**config.mk**
```make
export PLATFORM = sky130hd
export DESIGN_NAME = fetch_pc_gen_flat
export DESIGN_NICKNAME = d
export VERILOG_FILES = /design/src/rtl/fetch_pc_gen_if.sv /design/src/rtl/fetch_pc_gen.sv /design/src/flat_wrapper.sv
export SDC_FILE = /design/constraint.sdc
export NUM_CORES = 1
export LEC_CHECK = 0
export CORE_UTILIZATION = 47
export CTS_BUF_LIST = sky130_fd_sc_hd__clkbuf_2
export DETAILED_ROUTE_END_ITERATION = 7
export PLACE_DENSITY = 0.92
export RECOVER_POWER = 100
export SLEW_MARGIN = 10
export SYNTH_ARGS = -nofsm -noshare
export SYNTH_HDL_FRONTEND = slang
export SYNTH_SLANG_ARGS = --single-unit
```
**constraint.sdc**
```tcl
create_clock -name clock_i -period 4.3 [get_ports clock_i]
set_input_delay 1.075 -clock clock_i [delete_from_list [all_inputs] [get_ports clock_i]]
set_output_delay 1.075 -clock clock_i [all_outputs]
set_load 0.01 [all_outputs]
```
**src/rtl/fetch_pc_gen_if.sv**
```systemverilog
`default_nettype none
// ============================================================================
// Module      : fetch_pc_gen_if
// Description : Bundle of request inputs (stall, predict, redirect) and
//               fetch-group outputs of the fetch-stage PC generator.
//               FETCH_PC_GEN_PERF_EN adds the three performance counters.
// Revision    : 1.0 - initial release
// ============================================================================
interface fetch_pc_gen_if #(
   parameter int XLEN        = 32,
   parameter int FETCH_WIDTH = 2
);
   logic                   stall_i;
   logic                   predict_valid_i;
   logic [XLEN-1:0]        predict_pc_i;
   logic                   redirect_valid_i;
   logic [XLEN-1:0]        redirect_pc_i;
   logic [XLEN-1:0]        pc_o;
   logic                   valid_o;
   logic [FETCH_WIDTH-1:0] slot_mask_o;
   logic                   misalign_o;
`ifdef FETCH_PC_GEN_PERF_EN
   logic [31:0]            perf_redirects_o;
   logic [31:0]            perf_predicts_o;
   logic [31:0]            perf_stalls_o;
`endif

   // PC generator side
   modport slave (
      input  stall_i, predict_valid_i, predict_pc_i, redirect_valid_i, redirect_pc_i,
`ifdef FETCH_PC_GEN_PERF_EN
      output perf_redirects_o, perf_predicts_o, perf_stalls_o,
`endif
      output pc_o, valid_o, slot_mask_o, misalign_o
   );

   // Requesting / consuming side
   modport master (
      output stall_i, predict_valid_i, predict_pc_i, redirect_valid_i, redirect_pc_i,
`ifdef FETCH_PC_GEN_PERF_EN
      input  perf_redirects_o, perf_predicts_o, perf_stalls_o,
`endif
      input  pc_o, valid_o, slot_mask_o, misalign_o
   );
endinterface
`default_nettype wire

```
**src/rtl/fetch_pc_gen.sv**
```systemverilog
`default_nettype none
// ============================================================================
// Module      : fetch_pc_gen
// Description : Fetch-stage program-counter generator. Emits one aligned
//               fetch-group address per cycle with a per-slot valid mask.
//               Priority: back-end redirect > stall > predict > sequential.
//               Optional macro FETCH_PC_GEN_PERF_EN adds saturating counters
//               for accepted redirects, accepted predicts and stall cycles.
// Revision    : 1.0 - initial release
// ============================================================================
module fetch_pc_gen #(
   parameter int              XLEN         = 32,
   parameter int              FETCH_WIDTH  = 2,
   parameter logic [XLEN-1:0] RESET_VECTOR = '0
) (
   input  wire logic           clock_i,
   input  wire logic           reset_i,
   fetch_pc_gen_if.slave       bus
);

   localparam int              c_gb      = 4 * FETCH_WIDTH;
   localparam logic [XLEN-1:0] c_gb_x    = XLEN'(c_gb);
   localparam logic [XLEN-1:0] c_lo_mask = XLEN'(c_gb - 1);
   localparam logic [XLEN-1:0] c_slot_m  = XLEN'(FETCH_WIDTH - 1);

   typedef enum logic [0:0] {
      BOOT = 1'b0,
      RUN  = 1'b1
   } state_t;

   state_t                 r_state;
   logic [XLEN-1:0]        r_pc;
   logic                   r_valid;
   logic [FETCH_WIDTH-1:0] r_mask;
   logic                   r_misalign;

   logic                   w_take_redirect;
   logic                   w_take_predict;
   logic                   w_hold;
   logic [XLEN-1:0]        w_target;

   // Slot mask for an entry address: slots below the entry slot are dead.
   // The slot field is bits [OFS-1:2]; for a single-slot group it is empty.
   function automatic logic [FETCH_WIDTH-1:0] f_mask(input logic [XLEN-1:0] addr);
      logic [FETCH_WIDTH-1:0] m;
      int                     slot;
      m    = '0;
      slot = int'((addr >> 2) & c_slot_m);
      for (int i = 0; i < FETCH_WIDTH; i++) begin
         m[i] = (i >= slot);
      end
      return m;
   endfunction

   // Next-pc source selection; a redirect overrides a stall, a stall drops a predict
   always_comb begin
      w_take_redirect = (r_state == RUN) && bus.redirect_valid_i;
      w_hold          = (r_state == RUN) && !bus.redirect_valid_i && bus.stall_i;
      w_take_predict  = (r_state == RUN) && !bus.redirect_valid_i && !bus.stall_i
                        && bus.predict_valid_i;
      w_target        = bus.redirect_valid_i ? bus.redirect_pc_i : bus.predict_pc_i;
   end

   // Boot/run state machine with registered fetch-group outputs
   always_ff @(posedge clock_i) begin
      if (reset_i) begin
         r_state    <= BOOT;
         r_pc       <= RESET_VECTOR;
         r_valid    <= 1'b0;
         r_mask     <= '0;
         r_misalign <= 1'b0;
      end else begin
         case (r_state)
            BOOT: begin
               r_state    <= RUN;
               r_valid    <= 1'b1;
               r_mask     <= f_mask(RESET_VECTOR);
               r_misalign <= 1'b0;
            end
            default: begin
               r_misalign <= 1'b0;
               if (w_take_redirect || w_take_predict) begin
                  r_pc       <= {w_target[XLEN-1:2], 2'b00};
                  r_mask     <= f_mask(w_target);
                  r_misalign <= (w_target[1:0] != 2'b00);
               end else if (!w_hold) begin
                  r_pc   <= (r_pc & ~c_lo_mask) + c_gb_x;
                  r_mask <= '1;
               end
            end
         endcase
      end
   end

   assign bus.pc_o        = r_pc;
   assign bus.valid_o     = r_valid;
   assign bus.slot_mask_o = r_mask;
   assign bus.misalign_o  = r_misalign;

`ifdef FETCH_PC_GEN_PERF_EN
   logic [31:0] r_perf_redirects;
   logic [31:0] r_perf_predicts;
   logic [31:0] r_perf_stalls;

   // Saturating event counters; stall cycles exclude those overridden by a redirect
   always_ff @(posedge clock_i) begin
      if (reset_i) begin
         r_perf_redirects <= '0;
         r_perf_predicts  <= '0;
         r_perf_stalls    <= '0;
      end else begin
         if (w_take_redirect && (r_perf_redirects != 32'hFFFF_FFFF))
            r_perf_redirects <= r_perf_redirects + 32'd1;
         if (w_take_predict && (r_perf_predicts != 32'hFFFF_FFFF))
            r_perf_predicts <= r_perf_predicts + 32'd1;
         if (w_hold && (r_perf_stalls != 32'hFFFF_FFFF))
            r_perf_stalls <= r_perf_stalls + 32'd1;
      end
   end

   assign bus.perf_redirects_o = r_perf_redirects;
   assign bus.perf_predicts_o  = r_perf_predicts;
   assign bus.perf_stalls_o    = r_perf_stalls;
`endif

endmodule
`default_nettype wire
```
**src/flat_wrapper.sv**
```systemverilog
// flat-port wrapper written by rule: the top's interface ports become plain ports
module fetch_pc_gen_flat 
#(
   parameter int              XLEN         = 32,
   parameter int              FETCH_WIDTH  = 2,
   parameter logic [XLEN-1:0] RESET_VECTOR = '0
)
  (clock_i, reset_i, bus_stall_i, bus_predict_valid_i, bus_predict_pc_i, bus_redirect_valid_i, bus_redirect_pc_i, bus_pc_o, bus_valid_o, bus_slot_mask_o, bus_misalign_o);
  fetch_pc_gen_if #(.XLEN(XLEN), .FETCH_WIDTH(FETCH_WIDTH)) bus_i ();
  input  wire logic clock_i;
  input  wire logic reset_i;
  input wire logic [$bits(bus_i.stall_i)-1:0] bus_stall_i;
  input wire logic [$bits(bus_i.predict_valid_i)-1:0] bus_predict_valid_i;
  input wire logic [$bits(bus_i.predict_pc_i)-1:0] bus_predict_pc_i;
  input wire logic [$bits(bus_i.redirect_valid_i)-1:0] bus_redirect_valid_i;
  input wire logic [$bits(bus_i.redirect_pc_i)-1:0] bus_redirect_pc_i;
  output wire logic [$bits(bus_i.pc_o)-1:0] bus_pc_o;
  output wire logic [$bits(bus_i.valid_o)-1:0] bus_valid_o;
  output wire logic [$bits(bus_i.slot_mask_o)-1:0] bus_slot_mask_o;
  output wire logic [$bits(bus_i.misalign_o)-1:0] bus_misalign_o;
  assign bus_i.stall_i = bus_stall_i;
  assign bus_i.predict_valid_i = bus_predict_valid_i;
  assign bus_i.predict_pc_i = bus_predict_pc_i;
  assign bus_i.redirect_valid_i = bus_redirect_valid_i;
  assign bus_i.redirect_pc_i = bus_redirect_pc_i;
  assign bus_pc_o = bus_i.pc_o;
  assign bus_valid_o = bus_i.valid_o;
  assign bus_slot_mask_o = bus_i.slot_mask_o;
  assign bus_misalign_o = bus_i.misalign_o;
  fetch_pc_gen #(.XLEN(XLEN), .FETCH_WIDTH(FETCH_WIDTH), .RESET_VECTOR(RESET_VECTOR)) u_core (.clock_i(clock_i), .reset_i(reset_i), .bus(bus_i));
endmodule
```
## Word level (Yosys, flattened, before mapping)

Index checks and enable logic that the tools add are counted.

| storage, ports and cells | value |
|---|---|
| output and inout port bits | 36 |
| logic and storage cells | 30 |
| input port bits | 69 |
| register bits | 37 |

| cells by class | value |
|---|---|
| reduce and logical (&&, ||, !) cells | 11 |
| $add $sub $neg | 1 |
| order comparisons | 2 |
| eq/ne operators | 2 |
| multiplexer cells | 7 |
| bitwise logic cells | 2 |

Operators by type and width:

| kind | count |
|---|---|
| 32-bit 2-to-1 mux | 3 |
| 32-bit by 4-bit adder with 32-bit output (second input constant) | 1 |
| 2-bit 2-to-1 mux | 3 |
| 1-bit logical AND | 5 |
| 3-bit != test (second input constant) | 1 |
| 3-bit OR reduction | 1 |
| 1-bit greater-or-equal comparator (first input constant) | 2 |
| 1-bit logical NOT | 2 |
| 2-bit != test (second input constant) | 1 |
| 1-bit inverter | 2 |
| 2-bit AND reduction | 1 |
| 2-bit nonzero test | 1 |
| 1-bit logical OR | 1 |
| 1-bit 2-to-1 mux | 1 |

## Depth between registers and ports, before layout

| depth | value |
|---|---|
| depth in word-level cells | 7 |
| mapped depth | 7 |
| depth with buffers taken out | 6 |

## Least setup slack after synthesis

No wires, ideal clock.

| path | value |
|---|---|
| kind | input port to flip-flop |
| start point | input port bus_predict_valid_i |
| end point | register u_core.r_pc[21] (netlist: u_core.bus.pc_o[21]) |
| buffers on the path | 1 |
| required time | 4.180 ns |
| setup slack | 1.982 ns |
| setup time | 0.120 ns |
| stages on the path | 6 |
| arrival | 2.198 ns |
| cell sequence | nor2b_1 o21a_1 buf_2 nor2_1 a21o_1 a211o_1 |

| between the ends | value |
|---|---|
| longest elaborated chain between the ends | 4 |
| elaborated cells between the ends (all ways) | 5 |
| classes of those cells | eq/ne (1); mux (1); reduce/logical (3) |

RTL lines:

| element | line | source |
|---|---|---|
| start, declared | flat_wrapper.sv:13 | `input wire logic [$bits(bus_i.predict_valid_i)-1:0] bus_predict_valid_i;` |
| 1-bit logical AND (*) | fetch_pc_gen.sv:60 | `&& bus.predict_valid_i;` |
| 1-bit logical OR (*) | fetch_pc_gen.sv:82 | `if (w_take_redirect \|\| w_take_predict) begin` |
| 2-bit != test (no line) | - |  |
| 2-bit AND reduction (no line) | - |  |
| end signal, assigned | fetch_pc_gen.sv:83 | `r_pc <= {w_target[XLEN-1:2], 2'b00};` |
| end signal, assigned | fetch_pc_gen.sv:87 | `r_pc <= (r_pc & ~c_lo_mask) + c_gb_x;` |
| end, declared | fetch_pc_gen.sv:32 | `logic [XLEN-1:0] r_pc;` |

Every way passes the cells marked *; elsewhere a longest branch is shown, timed or not.
A chain may end at the register's enable or synchronous reset.

## Worst setup path after layout

| path | value |
|---|---|
| start point | input port bus_redirect_valid_i |
| end point | register u_core.r_pc[26] (netlist: u_core.bus.pc_o[26]) |

| between the ends | value |
|---|---|
| longest elaborated chain between the ends | 7 |
| elaborated cells between the ends (all ways) | 11 |
| classes of those cells | eq/ne (1); mux (2); reduce/logical (8) |

RTL lines:

| element | line | source |
|---|---|---|
| start, declared | flat_wrapper.sv:15 | `input wire logic [$bits(bus_i.redirect_valid_i)-1:0] bus_redirect_valid_i;` |
| 1-bit logical NOT | fetch_pc_gen.sv:58, fetch_pc_gen.sv:59 |  |
| 1-bit logical AND | fetch_pc_gen.sv:58, fetch_pc_gen.sv:59 |  |
| 1-bit logical AND | fetch_pc_gen.sv:59 | `w_take_predict = (r_state == RUN) && !bus.redirect_valid_i && !bus.stall_i` |
| 1-bit logical AND | fetch_pc_gen.sv:60 |  |
| 1-bit logical OR | fetch_pc_gen.sv:82 |  |
| 2-bit != test (no line) | - |  |
| 2-bit AND reduction (no line) | - |  |

Several ways; a longest one is shown, not always the timed one.

==> impl_metrics.env <==
export IMPL_clock_sinks=35
export IMPL_cp_arrival_ns=3.81
export IMPL_fin_ws_ns=0.790
export IMPL_drive_gt1_share_pct=5.39
export IMPL_path_clk_slew_ns=0.16
export IMPL_post_route_drc_count=0
export IMPL_grt_overflow_total=0
export IMPL_postCtsSetupBuffers=0
export IMPL_multi_input_area_um2=1580
export IMPL_htree_levels=2
export IMPL_ys_async_sr_fraction_pct=0
export IMPL_routed_wl_um=7890
export IMPL_clock_root_buffer="clkbuf_2"
export IMPL_cts_buffers=5
export IMPL_top_level_ports=105
export IMPL_gp_congestion=0.919
export IMPL_avgSynthCellArea_um2=7.61
export IMPL_cts_tree="yes"
export IMPL_dr_pass1_iters=7
export IMPL_syn_inst=317
export IMPL_min_path_type="reg -> reg"
export IMPL_finalPower_w=0.000770
export IMPL_hold_path_depth=2
export IMPL_rsz0062_at_grt="no"
export IMPL_port_buffers=102
export IMPL_finalSetupTns_ns=0
export IMPL_via_count=2936
export IMPL_startpoint="bus_redirect_valid_i"
export IMPL_endpoint_kind="register"
export IMPL_cap_violations=1
export IMPL_fin_worst_skew_ns=0.0142
export IMPL_holdBufCountCts=0
export IMPL_synth_area_um2=2410
export IMPL_synth_seq_area_share_pct=29.0
export IMPL_antenna_found_initial=0
export IMPL_synth_seq_cells=35
export IMPL_min_to="u_core.bus.valid_o"
export IMPL_min_period_ns=3.51
export IMPL_die_x_um=73.7
export IMPL_pre_cts_ws_ns=0.967
export IMPL_grt_max_degree=32
export IMPL_rrSetupSlack_ns=2.06
export IMPL_synth_distinct_cells=54
export IMPL_worst_path_max_delay_cell="clkbuf_1"
export IMPL_dpl_hpwl_um=5810
export IMPL_avgRoutedWirePerCell_um=16.6
export IMPL_cp_common_cell="clkbuf_1"
export IMPL_holdCritStartpoint="u_core.bus.valid_o"
export IMPL_clockBufferDepth=2
export IMPL_n_fill_cell=395
export IMPL_reg2reg_from="u_core.r_state"
export IMPL_final_nets=479
export IMPL_leakagePower_nw=1.37
export IMPL_fin_crit_sh_pct=81.6
export IMPL_grt_pass1_wl_um=12400
export IMPL_postRouteAntennaNets=0
export IMPL_cp_required_ns=4.60
export IMPL_dieArea_um2=5430
export IMPL_yosysWarnings=0
export IMPL_critical_path_class="in -> reg"
export IMPL_synth_edff_count=0
export IMPL_diodes=0
export IMPL_clk_latency_ns=0.40
export IMPL_num_rows=25
export IMPL_finalHoldViolCount=0
export IMPL_status="finished, violations left"
export IMPL_ctsResizeCount=0
export IMPL_final_max_slew_viol_count=32
export IMPL_drt_initial_drc_count=270
export IMPL_synth_top_area_share_pct=29.0
export IMPL_synth_common_cells="dfxtp_1 (35), nor2_1 (32), a21oi_1 (30)"
export IMPL_setup_viol=0
export IMPL_seqCellArea_um2=701
export IMPL_max_vdd_ir_drop_mv=0.175
export IMPL_die_h_um=73.7
export IMPL_worstPathCellList="clkbuf_1 -> clkbuf_1 -> mux2i_1 -> o21ai_0 -> a211o_1"
export IMPL_drt_vias_per_instance=6.18
export IMPL_core_um2=4820
export IMPL_layout_cells_non_filler=475
export IMPL_synth_most_common_cell="dfxtp_1"
export IMPL_max_stage_delay_ns=1.36
export IMPL_synth_area_leaders="dfxtp_1 (29%), mux2i_1 (8.7%), a21oi_1 (6.2%)"
export IMPL_r2r_end="u_core.bus.pc_o[22]"
export IMPL_dp_cells=469
export IMPL_power_density_nw_per_um2=222
export IMPL_grt_pass1_vias=2680
export IMPL_grt_util_all_layers_pct=29.8
export IMPL_startpoint_type="input pin"
export IMPL_synth_flop_cell="dfxtp_1"
export IMPL_initial_utilization_pct=50.1
export IMPL_violations="capacitance limit, slew limit"
export IMPL_fmax_ghz=0.285
export IMPL_syn2layout_area_growth_pct=43.8
export IMPL_synth_largest_area_cell="dfxtp_1"
export IMPL_maxSlewHeadroom_pct=-19.9
export IMPL_crit_path_max_fanout=31
export IMPL_r2r_cells=4
export IMPL_worstMarginPinSlew_ns=1.80
worst max-delay path by stage:
stage / to / slack, ns / depth (start not counted)
CTS: u_core.bus.pc_o[26] / 1.39 / 6
global placement: u_core.bus.pc_o[21] / 1.02 / 6
detailed placement: u_core.bus.pc_o[26] / 0.97 / 6
finish: u_core.bus.pc_o[26] / 0.79 / 5
floorplan: u_core.bus.pc_o[21] / 1.98 / 6
global route: u_core.bus.pc_o[16] / 0.63 / 6
power breakdown:
part	total, W	switching [W]	internal, W
Combinational	0.000236	0.000105	0.000131
Sequential	0.000385	0.0000360	0.000349
Clock	0.000149	0.000112	0.0000367
Total	0.000770	0.000253	0.000517
placed cells by master, fill, tap and decap left out, types with 3 or more instances in the layout:
| master | netlist | layout |
|---|---|---|
| nand4_1 | 14 | 14 |
| nor3_1 | 11 | 11 |
| dfxtp_1 | 35 | 35 |
| dlygate4sd3_1 | 0 | 36 |
| mux2i_1 | 21 | 21 |
| nor2b_1 | 4 | 4 |
| buf_4 | 2 | 4 |
| a21oi_1 | 30 | 30 |
| inv_1 | 7 | 7 |
| clkbuf_2 | 1 | 6 |
| nand2_1 | 26 | 26 |
| nand3_1 | 19 | 19 |
| nor4_1 | 6 | 6 |
| or4_1 | 3 | 3 |
| a22oi_1 | 3 | 3 |
| clkdlybuf4s50_1 | 0 | 65 |
| and3_1 | 6 | 6 |
| o211ai_1 | 4 | 4 |
| o21ai_0 | 21 | 22 |
| nand2b_1 | 4 | 4 |
| a211oi_1 | 4 | 4 |
| nor2_1 | 32 | 32 |
logic make-up (layout without fill, tap and decap cells):
kind of cell    after synthesis  in the layout  share of synthesized area [%]
compound gates               84             84                           22.3
xor+xnor                      1              1                          0.363
fa+ha+maj                     1              1                          0.518
buf+inv                      30            120                           5.34
flops                        35             35                           29.0
mux                          24             24                           10.1
other cells                   1              2                          0.155
simple gates                141            141                           32.1
routing by layer:
metal | global-route usage [%] | part of all wire [%] | vias to the layer above
met1 | 36.9 | 39 | 1341
met4 | 12.6 | 3.5 | 0
met5 | 0 | 0 | -
met3 | 7.41 | 10 | 32
met2 | 49.1 | 47 | 189
li1 | - | - | 1374
registers in the layout (all words and copies together) (netlist names):
signal,count
u_core.r_state,1
u_core.bus.valid_o,1
u_core.bus.pc_o,30
u_core.bus.slot_mask_o,2
u_core.bus.misalign_o,1
final cells by class:
type / count / area share, %
inverter: 7 / 0.757
multi-input combinational: 253 / 45.6
tap: 67 / 2.42
sequential: 35 / 20.2
timing repair buffer: 107 / 30.2
clock buffer: 6 / 0.865
through the flow:
| step | hold slack, ns | util, % | instance area, um^2 |
|---|---|---|---|
| floorplan | 0.470 | - | 2420 |
| global placement | 0.441 | 71.7 | 3450 |
| detailed placement | 0.443 | 71.7 | 3450 |
| CTS | 0.469 | 72.3 | 3480 |
| global route | 0.498 | 72.1 | 3470 |
| finish | 0.464 | 72.1 | 3470 |
worst max-delay path, delay by kind of cell:
| kind | cells | cell delay (ns) |
|---|---|---|
| buffers and inverters | 2 | 1.89 |
| AOI/OAI and AO/OA | 2 | 0.48 |
| muxes | 1 | 0.34 |
No activity file was read; power rests on OpenSTA's default activity.
